<file path="config.mk">
export PLATFORM = sky130hd
export DESIGN_NAME = ripple_count_sampler
export DESIGN_NICKNAME = d
export VERILOG_FILES = /design/src/rtl/ripple_count_sampler.sv
export SDC_FILE = /design/constraint.sdc
export NUM_CORES = 1
export LEC_CHECK = 0
export CAP_MARGIN = 20
export CORE_MARGIN = 2
export CORE_UTILIZATION = 40
export DETAILED_ROUTE_END_ITERATION = 8
export GPL_TIMING_DRIVEN = 0
export PLACE_DENSITY = 0.7
export SKIP_LAST_GASP = 1
export SLEW_MARGIN = 20
export SYNTH_ARGS = -nofsm -noshare
export SYNTH_HDL_FRONTEND = slang
export SYNTH_SLANG_ARGS = --single-unit
</file>
<file path="constraint.sdc">
create_clock -name clk -period 3.4 [get_ports clk]
set_input_delay 0.68 -clock clk [delete_from_list [all_inputs] [get_ports clk]]
set_output_delay 0.68 -clock clk [all_outputs]
set_load 0.03 [all_outputs]
</file>
<file path="src/rtl/ripple_count_sampler.sv">
// Brings the asynchronous 4-bit ripple count into the clk domain, rejects ripple
// transients, extends the count with wrap-tracked high bits and flags skips/matches.
module ripple_count_sampler #(
   parameter int EXT_W         = 4,
   parameter int STABLE_CYCLES = 2
) (
   input  logic               clk,
   input  logic               reset,
   input  logic [3:0]         cnt_in,
   input  logic [EXT_W+3:0]   match_val,
   input  logic               match_en,
   input  logic               irq_clr,
   output logic [EXT_W+3:0]   count_out,
   output logic               count_valid,
   output logic               wrap_pulse,
   output logic               skip_err,
   output logic               match_irq
);

   localparam logic [2:0]       STAB_MAX = 3'(STABLE_CYCLES);
   localparam logic [EXT_W-1:0] EXT_ONE  = EXT_W'(1'b1);

   logic [3:0]       s1_r;
   logic [3:0]       s2_r;
   logic [3:0]       s3_r;
   logic [2:0]       stab_cnt_r;
   logic [3:0]       acc_r;
   logic [EXT_W-1:0] ext_r;

   logic [2:0]       stab_next_s;
   logic [3:0]       acc_inc_s;
   logic             accept_s;
   logic             wrap_s;
   logic             skip_s;
   logic             match_set_s;

   assign count_out = {ext_r, acc_r};

   // Acceptance fires on the edge where the stability count reaches its target,
   // so a value must sit unchanged at s2 for STABLE_CYCLES+1 edges.
   always_comb begin
      stab_next_s = 3'd0;
      acc_inc_s   = acc_r + 4'd1;
      if (s2_r == s3_r) begin
         if (stab_cnt_r >= STAB_MAX) begin
            stab_next_s = STAB_MAX;
         end else begin
            stab_next_s = stab_cnt_r + 3'd1;
         end
      end else begin
         stab_next_s = 3'd0;
      end
      accept_s    = (stab_next_s == STAB_MAX) && (s2_r != acc_r);
      wrap_s      = accept_s && (s2_r < acc_r);
      skip_s      = accept_s && (s2_r != acc_inc_s);
      match_set_s = count_valid && match_en && (count_out == match_val);
   end

   // Two-flop synchronizer plus a third stage used only for stability compare.
   always_ff @(posedge clk or negedge reset) begin
      if (!reset) begin
         s1_r <= 4'd0;
         s2_r <= 4'd0;
         s3_r <= 4'd0;
      end else begin
         s1_r <= cnt_in;
         s2_r <= s1_r;
         s3_r <= s2_r;
      end
   end

   // Stability window counter.
   always_ff @(posedge clk or negedge reset) begin
      if (!reset) begin
         stab_cnt_r <= 3'd0;
      end else begin
         stab_cnt_r <= stab_next_s;
      end
   end

   // Accepted low nibble and wrap-extended high bits; ext overflows silently.
   always_ff @(posedge clk or negedge reset) begin
      if (!reset) begin
         acc_r <= 4'd0;
         ext_r <= '0;
      end else if (accept_s) begin
         acc_r <= s2_r;
         if (wrap_s) begin
            ext_r <= ext_r + EXT_ONE;
         end
      end
   end

   // Single-cycle update and wrap strobes.
   always_ff @(posedge clk or negedge reset) begin
      if (!reset) begin
         count_valid <= 1'b0;
         wrap_pulse  <= 1'b0;
      end else begin
         count_valid <= accept_s;
         wrap_pulse  <= wrap_s;
      end
   end

   // Sticky flags: a set in the same cycle as irq_clr wins over the clear.
   always_ff @(posedge clk or negedge reset) begin
      if (!reset) begin
         skip_err  <= 1'b0;
         match_irq <= 1'b0;
      end else begin
         if (skip_s) begin
            skip_err <= 1'b1;
         end else if (irq_clr) begin
            skip_err <= 1'b0;
         end
         if (match_set_s) begin
            match_irq <= 1'b1;
         end else if (irq_clr) begin
            match_irq <= 1'b0;
         end
      end
   end

endmodule

</file>
# [Word level (Yosys, flattened, before mapping)]
# Cells that the tools add are included.
# W data, S select, Z words.
[totals] ff_bits=27 inputBits=16 output_inout_bits=12 wordCells=33
[classes] n_addsub=3 magnitude_cmp=2 eq_ne=5 n_mux=5 reduce_logical=8
[op_table] operator="$add A4 B1 Y4 const B" n=2
[op_table] operator="$eq A8 B8 Y1" n=1
[op_table] operator="$ne A4 B4 Y1" n=2
[op_table] operator="$mux W3" n=2
[op_table] operator="$logic_and A1 B1 Y1" n=5
[op_table] operator="$eq A4 B4 Y1" n=1
[op_table] operator="$lt A4 B4 Y1" n=1
[op_table] operator="$reduce_bool A2 Y1" n=2
[op_table] operator="$add A3 B1 Y3 const B" n=1
[op_table] operator="$eq A3 B2 Y1 const B" n=1
[op_table] operator="$ge A3 B2 Y1 const B" n=1
[op_table] operator="$mux W1" n=3
[op_table] operator="$reduce_and A2 Y1" n=1

# [Longest topological paths before layout]
# Gate-level depths: netlist of run 1.
[depth] ltp_word=7 ltp_mapped=7 mapped_depth_nobuf=7

# [Least setup slack after synthesis of run 1]
# Ideal clock, no wire load.
[synth_timing] path_kind="reg-to-reg" startpoint="register acc_r[3]" endpoint="register ext_r[1]" setup_ns=0.125 t_arrival_ns=1.933 t_required_ns=3.275 slack_ns=1.342 path_stages_with_launch=7 n_path_buf=0 cell_sequence="dfrtp_1 -> inv_1 -> ha_1 -> nand4_1 -> nand4_4 -> or3_4 -> mux2_4"
[synth_via] elab_chain_len=4 elab_cells_between_ends=5 cone_classes="order compare: 1; eq/ne: 1; reduce/logical: 3"
[synth_lines] item="start: declaration" line_no="27" rtl="logic [3:0] acc_r;"
[synth_lines] item="start signal: assignment" line_no="87" rtl="acc_r <= s2_r;"
[synth_lines] item="parallel branches: the longest is 3 deep, another holds $lt A4 B4 Y1"
[synth_lines] item="$reduce_and A2 Y1 (no source line) *"
[synth_lines] item="end signal: assignment" line_no="89" rtl="ext_r <= ext_r + EXT_ONE;"
[synth_lines] item="end: declaration" line_no="28" rtl="logic [EXT_W-1:0] ext_r;"
# Mark *: on every way between the ends.
# A chain may end at the register's enable or synchronous reset.

# [Final worst setup path of run 1]
[layout_timing] startpoint="register ext_r[0]" endpoint="output count_out[4]"
[layout_rtl] item="end: declaration" line_no="13" rtl="output logic [EXT_W+3:0] count_out,"
# No word-level cell between the ends.

==> run_results.csv, run 1 <==
group,metric,value,unit
run_status,outcome,"completed",
die,num_rows,19,
yosys,synth_cells,98,
clocking,path_clk_slew,0.13,ns
die,design.die.area,3480,µm²
layout,diodes,0,
clocking,clk_latency,0.32,ns
yosys,syn_area,1210,µm²
setup_path,cpPeakStageDelay,0.72,ns
sta,timing.hold.ws,0.328,ns
grt,grt_overflow,0,
yosys,syn_avg_cell_area,12.4,µm²
clocking,cts_hold_buf,0,
placement,gp_congestion,0.819,
sta,fmax,451,MHz
die,start_util,43.2,%
grt,grt_pass1_wl,3620,µm
yosys,synthSimpleGateAreaFrac,13.2,%
pwr,p_sw,0.135,mW
layout,layout.nets,153,
clocking,clock-sinks,27,
grt,track_usage,13.8,%
setup_path,required,2.72,ns
worst_hold_path,hold_class,"input port to async pin",
yosys,synth_top_cell_area_share,55.8,%
setup_path,worstPathCellList,"clkdlybuf4s50_1",
yosys,synth_compound_area_share,4.34,%
yosys,synth_common_cells,"27 x dfrtp_1, 10 x inv_1, 10 x xnor2_1, 9 x xor2_1",
sta,worst_pin_slew,0.561,ns
die,die-width,59.0,µm
clocking,cts_resized,0,
pwr,p_leak,0.690,nW
sta,hold_viol,0,
clocking,htreeDepth,1,
placement,dp_hpwl,1620,µm
sta,setup_viol,0,
sta,slew_headroom,62.6,%
yosys,synth_edf_count,0,
yosys,synth_xor_area_share,15.1,%
die,die_h,59.0,µm
setup_path,cpMaxStageDelayCell,"clkdlybuf4s50_1",
pwr,peakVddDrop,253,µV
detailed_routing,vias,801,
setup_path,crit_fanout,5,
detailed_routing,drtAntennaViolNets,0,
setup_path,timing.critical_path.buf_inv,1,
yosys,ys_types,22,
pwr,p_per_area,355,nW/µm²
detailed_routing,dr.first_iter.drc_count,13,
die,core_area,2810,µm²
pwr,combPwrFrac,13.3,%
clocking,cts_setup_buffers,0,
layout,finalNonFillerCells,160,
sta,drv_slew,0,
yosys,yosysTopAreaCell,"dfrtp_1",
yosys,async_reset_ff_share,100,%
pwr,seq_power_share,62.6,%
pwr,intPower,0.413,mW
sta,rsz0062_at_grt,"no",
pwr,clkPwrFrac,24.1,%
layout,area_growth,27.4,%
placement,port_buffers,27,
yosys,synthMuxAreaShare,1.24,%
pwr,finalPower,0.548,mW
grt,antenna_found_initial,0,
yosys,yosysMostFrequentCell,"dfrtp_1",
setup_path,crit_type,"flip-flop to output port",
sta,tns,0,ns
setup_path,worst_ep_arrival_time,1.54,ns
clocking,clk_path_buf_depth,2,
layout,drive_gt1_share,8.53,%
yosys,syn_nets,121,
yosys,synth_top_family_by_area,"XOR/XNOR gates",
clocking,cts_tree,"done",
run,maxCapViolCount,0,
yosys,synth_top_cells_by_area,"dfrtp_1 56%, ha_1 7.2%, xnor2_1 7.2%, xor2_1 6.5%, inv_1 3.1%",
detailed_routing,remaining_drc_errors,0,
sta,fin_crit_sh,65.2,%
detailed_routing,viasPerCell,5.01,
grt,grt_max_degree,28,
yosys,synth_flop_cell,"dfrtp_1",
sta,period_needed,2.22,ns
die,pin_count,28,
yosys,ys_ff_latch,27,
setup_path,critPathCaptureType,"output port",
pwr,swShare,24.6,%
setup_path,cp-start-kind,"flip-flop",
detailed_routing,routed_wirelength,2030,µm
grt,grt_pass1_vias,820,
setup_path,critPathTopFamily,"buffers and inverters",
yosys,ys_seq_area_share,55.8,%
placement,dp.cells,156,
clocking,cts_root_buf,"clkbuf_4",
detailed_routing,routedWlPerCell,12.7,µm
yosys,synthAdderAreaFrac,7.23,%
sta,fin_skew,0.00131,ns
detailed_routing,first_pass_iters,4,
yosys,ys.warnings.count,0,
clocking,cts_made_buffers,3,
-- metrics by stage --
step / cell area (µm²) / worst slack, ns / utilization [%]
after global routing: 1540 / 1.12 / 55.0
after CTS: 1550 / 1.18 / 55.2
after floorplan: 1210 / 1.34 / -
final: 1540 / 1.18 / 55.0
after detailed placement: 1520 / 1.30 / 54.2
after global placement: 1520 / 1.36 / 54.2
-- layout make-up --
class,count,area (µm²)
inverters,10,37.5
clock inverters,1,5.00
flip-flops and latches,27,676
clock buffers,3,22.5
fillers,270,1260
well taps,31,38.8
repair buffers,27,265
multi-input cells,61,498
-- cell usage in the layout, fill, tap and decap left out, types with 2 or more instances in the layout --
cell type and n:
dfrtp_1 27, clkdlybuf4s50_1 26, inv_1 10, xnor2_1 10, xor2_1 9, nand2_1 7
ha_1 7, o21ai_0 5, nor4_1 4, nand3_1 3, clkbuf_4 3, nor2_4 2
nand4_1 2, o22ai_1 2
-- cells by family (layout without fill, tap and decap cells) --
| logic type | Yosys count | in the layout |
|---|---|---|
| AOI/OAI and AO/OA | 9 | 9 |
| muxes | 1 | 1 |
| and+or+nand+nor | 24 | 24 |
| buffers and inverters | 10 | 41 |
| adders and majority gates | 7 | 7 |
| DFF | 27 | 27 |
| xor gates and xnor gates | 20 | 20 |
-- power by group through the flow --
stage               Sequential (mW)  Clock (mW)  Combinational, mW
floorplan                     0.352           0             0.0335
global placement              0.349           0             0.0722
detailed placement            0.350           0             0.0744
CTS                           0.343       0.141             0.0748
global route                  0.345       0.151             0.0807
finish                        0.343       0.132             0.0728
-- flip-flops by register name, summed over array words and instances, names as in the netlist --
register,cells
acc_r,4
count_valid,1
ext_r,4
match_irq,1
s1_r,4
s2_r,4
s3_r,4
skip_err,1
stab_cnt_r,3
wrap_pulse,1
-- metal layers --
metal,vias up,part of all wire [%],GRT usage [%]
met5,-,0,0
met4,0,1.4,5.84
met3,4,3.9,1.97
met2,17,48,22.2
met1,383,47,18.8
li1,397,-,-
-- worst paths after layout --
check	from	end	slack, ns	depth (start not counted)
max in group asynchronous	reset	skip_err	2.70	1
min	reset	wrap_pulse	0.33	1
max reg2reg	acc_r[2]	ext_r[1]	1.39	6
max	ext_r[0]	count_out[4]	1.18	1
min reg2reg	s1_r[2]	s2_r[2]	0.36	0
min in group clk	s1_r[2]	s2_r[2]	0.36	0
(Power assumes the default switching activity.)
==> run 2, diff against run 1 <==
==> constraint.sdc (replaced) <==
create_clock -name clk -period 2.28 [get_ports clk]
set_input_delay 0.456 -clock clk [delete_from_list [all_inputs] [get_ports clk]]
set_output_delay 0.456 -clock clk [all_outputs]
set_load 0.03 [all_outputs]
==> results of run 2 <==
Same layout as run 1 (identical final DEF). Status: completed.
Among the figures that moved: setup slack after placement 1.30 ns -> 0.281 ns; setup slack after layout 1.18 ns -> 0.266 ns; hold slack 0.328 ns -> 0.104 ns; start point of the critical path ext_r[0] -> acc_r[2]; end point of the critical path count_out[4] -> ext_r[1]; register-to-register setup slack 1.39 ns -> 0.27 ns; total power 0.548 mW -> 0.817 mW; worst IR drop on VDD 253 µV -> 377 µV
==> RTL change, RTL diff (settings of run 2) <==
Reset style: synchronous (`reset`), changed in 5 clocked blocks. Comments in the files are not updated.
--- a/src/rtl/ripple_count_sampler.sv
+++ b/src/rtl/ripple_count_sampler.sv
@@ -58,5 +58,5 @@
 
    // Two-flop synchronizer plus a third stage used only for stability compare.
-   always_ff @(posedge clk or negedge reset) begin
+   always_ff @(posedge clk) begin
       if (!reset) begin
          s1_r <= 4'd0;
@@ -71,5 +71,5 @@
 
    // Stability window counter.
-   always_ff @(posedge clk or negedge reset) begin
+   always_ff @(posedge clk) begin
       if (!reset) begin
          stab_cnt_r <= 3'd0;
@@ -80,5 +80,5 @@
 
    // Accepted low nibble and wrap-extended high bits; ext overflows silently.
-   always_ff @(posedge clk or negedge reset) begin
+   always_ff @(posedge clk) begin
       if (!reset) begin
          acc_r <= 4'd0;
@@ -93,5 +93,5 @@
 
    // Single-cycle update and wrap strobes.
-   always_ff @(posedge clk or negedge reset) begin
+   always_ff @(posedge clk) begin
       if (!reset) begin
          count_valid <= 1'b0;
@@ -104,5 +104,5 @@
 
    // Sticky flags: a set in the same cycle as irq_clr wins over the clear.
-   always_ff @(posedge clk or negedge reset) begin
+   always_ff @(posedge clk) begin
       if (!reset) begin
          skip_err  <= 1'b0;
Function: differs if reset is asserted again (counterexample within 10 cycles, from zero or initial values and one cycle with reset low); with reset held inactive, the same outputs for 10 cycles.
==> RTL change against run 2 <==
- the flow now finishes with violations (design-rule violations)
- sequential power is 3% lower
- sequential cell count unchanged
- power fell by 1.3%
- area after synthesis fell by 1.0%
- final area down 0.49%
- clock skew barely moved
- first-iteration DRC count grew 46%
- clock power rose by 3%
- hold slack improved by 340 ps
- final cell count is 14% higher
- setup slack worse by 100 ps
- wire length is 12% higher
- global-route usage rose by 0.40 points
==> RTL change: results (changes against run 2) <==
seq_share_pct: 35.29  # -8.5 points
buffers: 31  # +15%
ys_types: 32  # +45%
grt_max_degree: 15  # -46%
violations: "design-rule violations"
muxShareOfSynthArea_pct: 3.340  # +2.1 points
slew_headroom_pct: 67.82  # +5.2 points
fin_crit_sh_pct: 92.80  # +4.4 points
synth_commonest_cells: "27 x dfxtp_1, 11 x and2_1, 9 x xnor2_1"
holdWs_ps: 448.3  # +344.0 ps
path_max_fanout: 6  # -1
synth-compound-area-share_pct: 6.785  # +2.4 points
dp_hpwl_mm: 1.721  # +6.3%
yosys-top-cells-area: "dfxtp_1 45%, ha_1 7.3%, xnor2_1 6.6%"
max_stage_delay_ps: 510  # +20 ps
layout.nets: 176  # +15%
inverters: 7  # -3
grt_pass1_wl_mm: 3.746  # +3.6%
intPower_uw: 612.9  # -0.51%
layout-drive-gt1-share_pct: 4.605  # -3.9 points
worstReg2RegStart: "acc_r[2]"
synthCells: 121  # +23%
instances_no_fill: 183  # +14%
dr.pass1.iters: 6  # +2
r2r-end: "ext_r[3]"
clk_share_pct: 1.711  # -0.073 points
vias: 962  # +20%
status: "finished with violations"
nMultiInputCombCells: 83  # +36%
drc: 4  # +4
synth_ff_type: "dfxtp_1"
multiInputGateArea_sq_um: 615.6  # +24%
async_flop_share_pct: 0  # -100 points
cp_slowest_cell: "or4_1"
worstRegToRegCells: 8  # +2
syn_nets: 144  # +19%
## RTL change: cell count changes after synthesis, sizes merged, moves of 3 or more
cell / run 2 / this run
dfrtp: 27 / 0
nand2: 7 / 4
nor2: 3 / 6
inv: 10 / 7
xor2: 10 / 7
o21ai: 5 / 2
dfxtp: 0 / 27
clkbuf: 0 / 3
and2: 0 / 11
mux2i: 0 / 4
a21oi: 1 / 5
## RTL change: metal layers
| metal | part of all wire, % | GRT usage (%) | vias to the layer above |
|---|---|---|---|
| met1 | 43 | 16.44 | 448 |
| met5 | 0 | 0 | - |
| met4 | 2.3 | 7.143 | 0 |
| met2 | 49 | 25.24 | 26 |
| met3 | 5.5 | 2.198 | 6 |
| li1 | - | - | 482 |
## RTL change: metrics by stage
stage          total power, mW  utilization [%]
4_1_cts                 0.8163            54.68
6_report                0.8061            54.73
5_1_grt                 0.8465            54.73
2_1_floorplan           0.5680                -
3_5_place_dp            0.6142            53.75
3_3_place_gp            0.6103            53.75
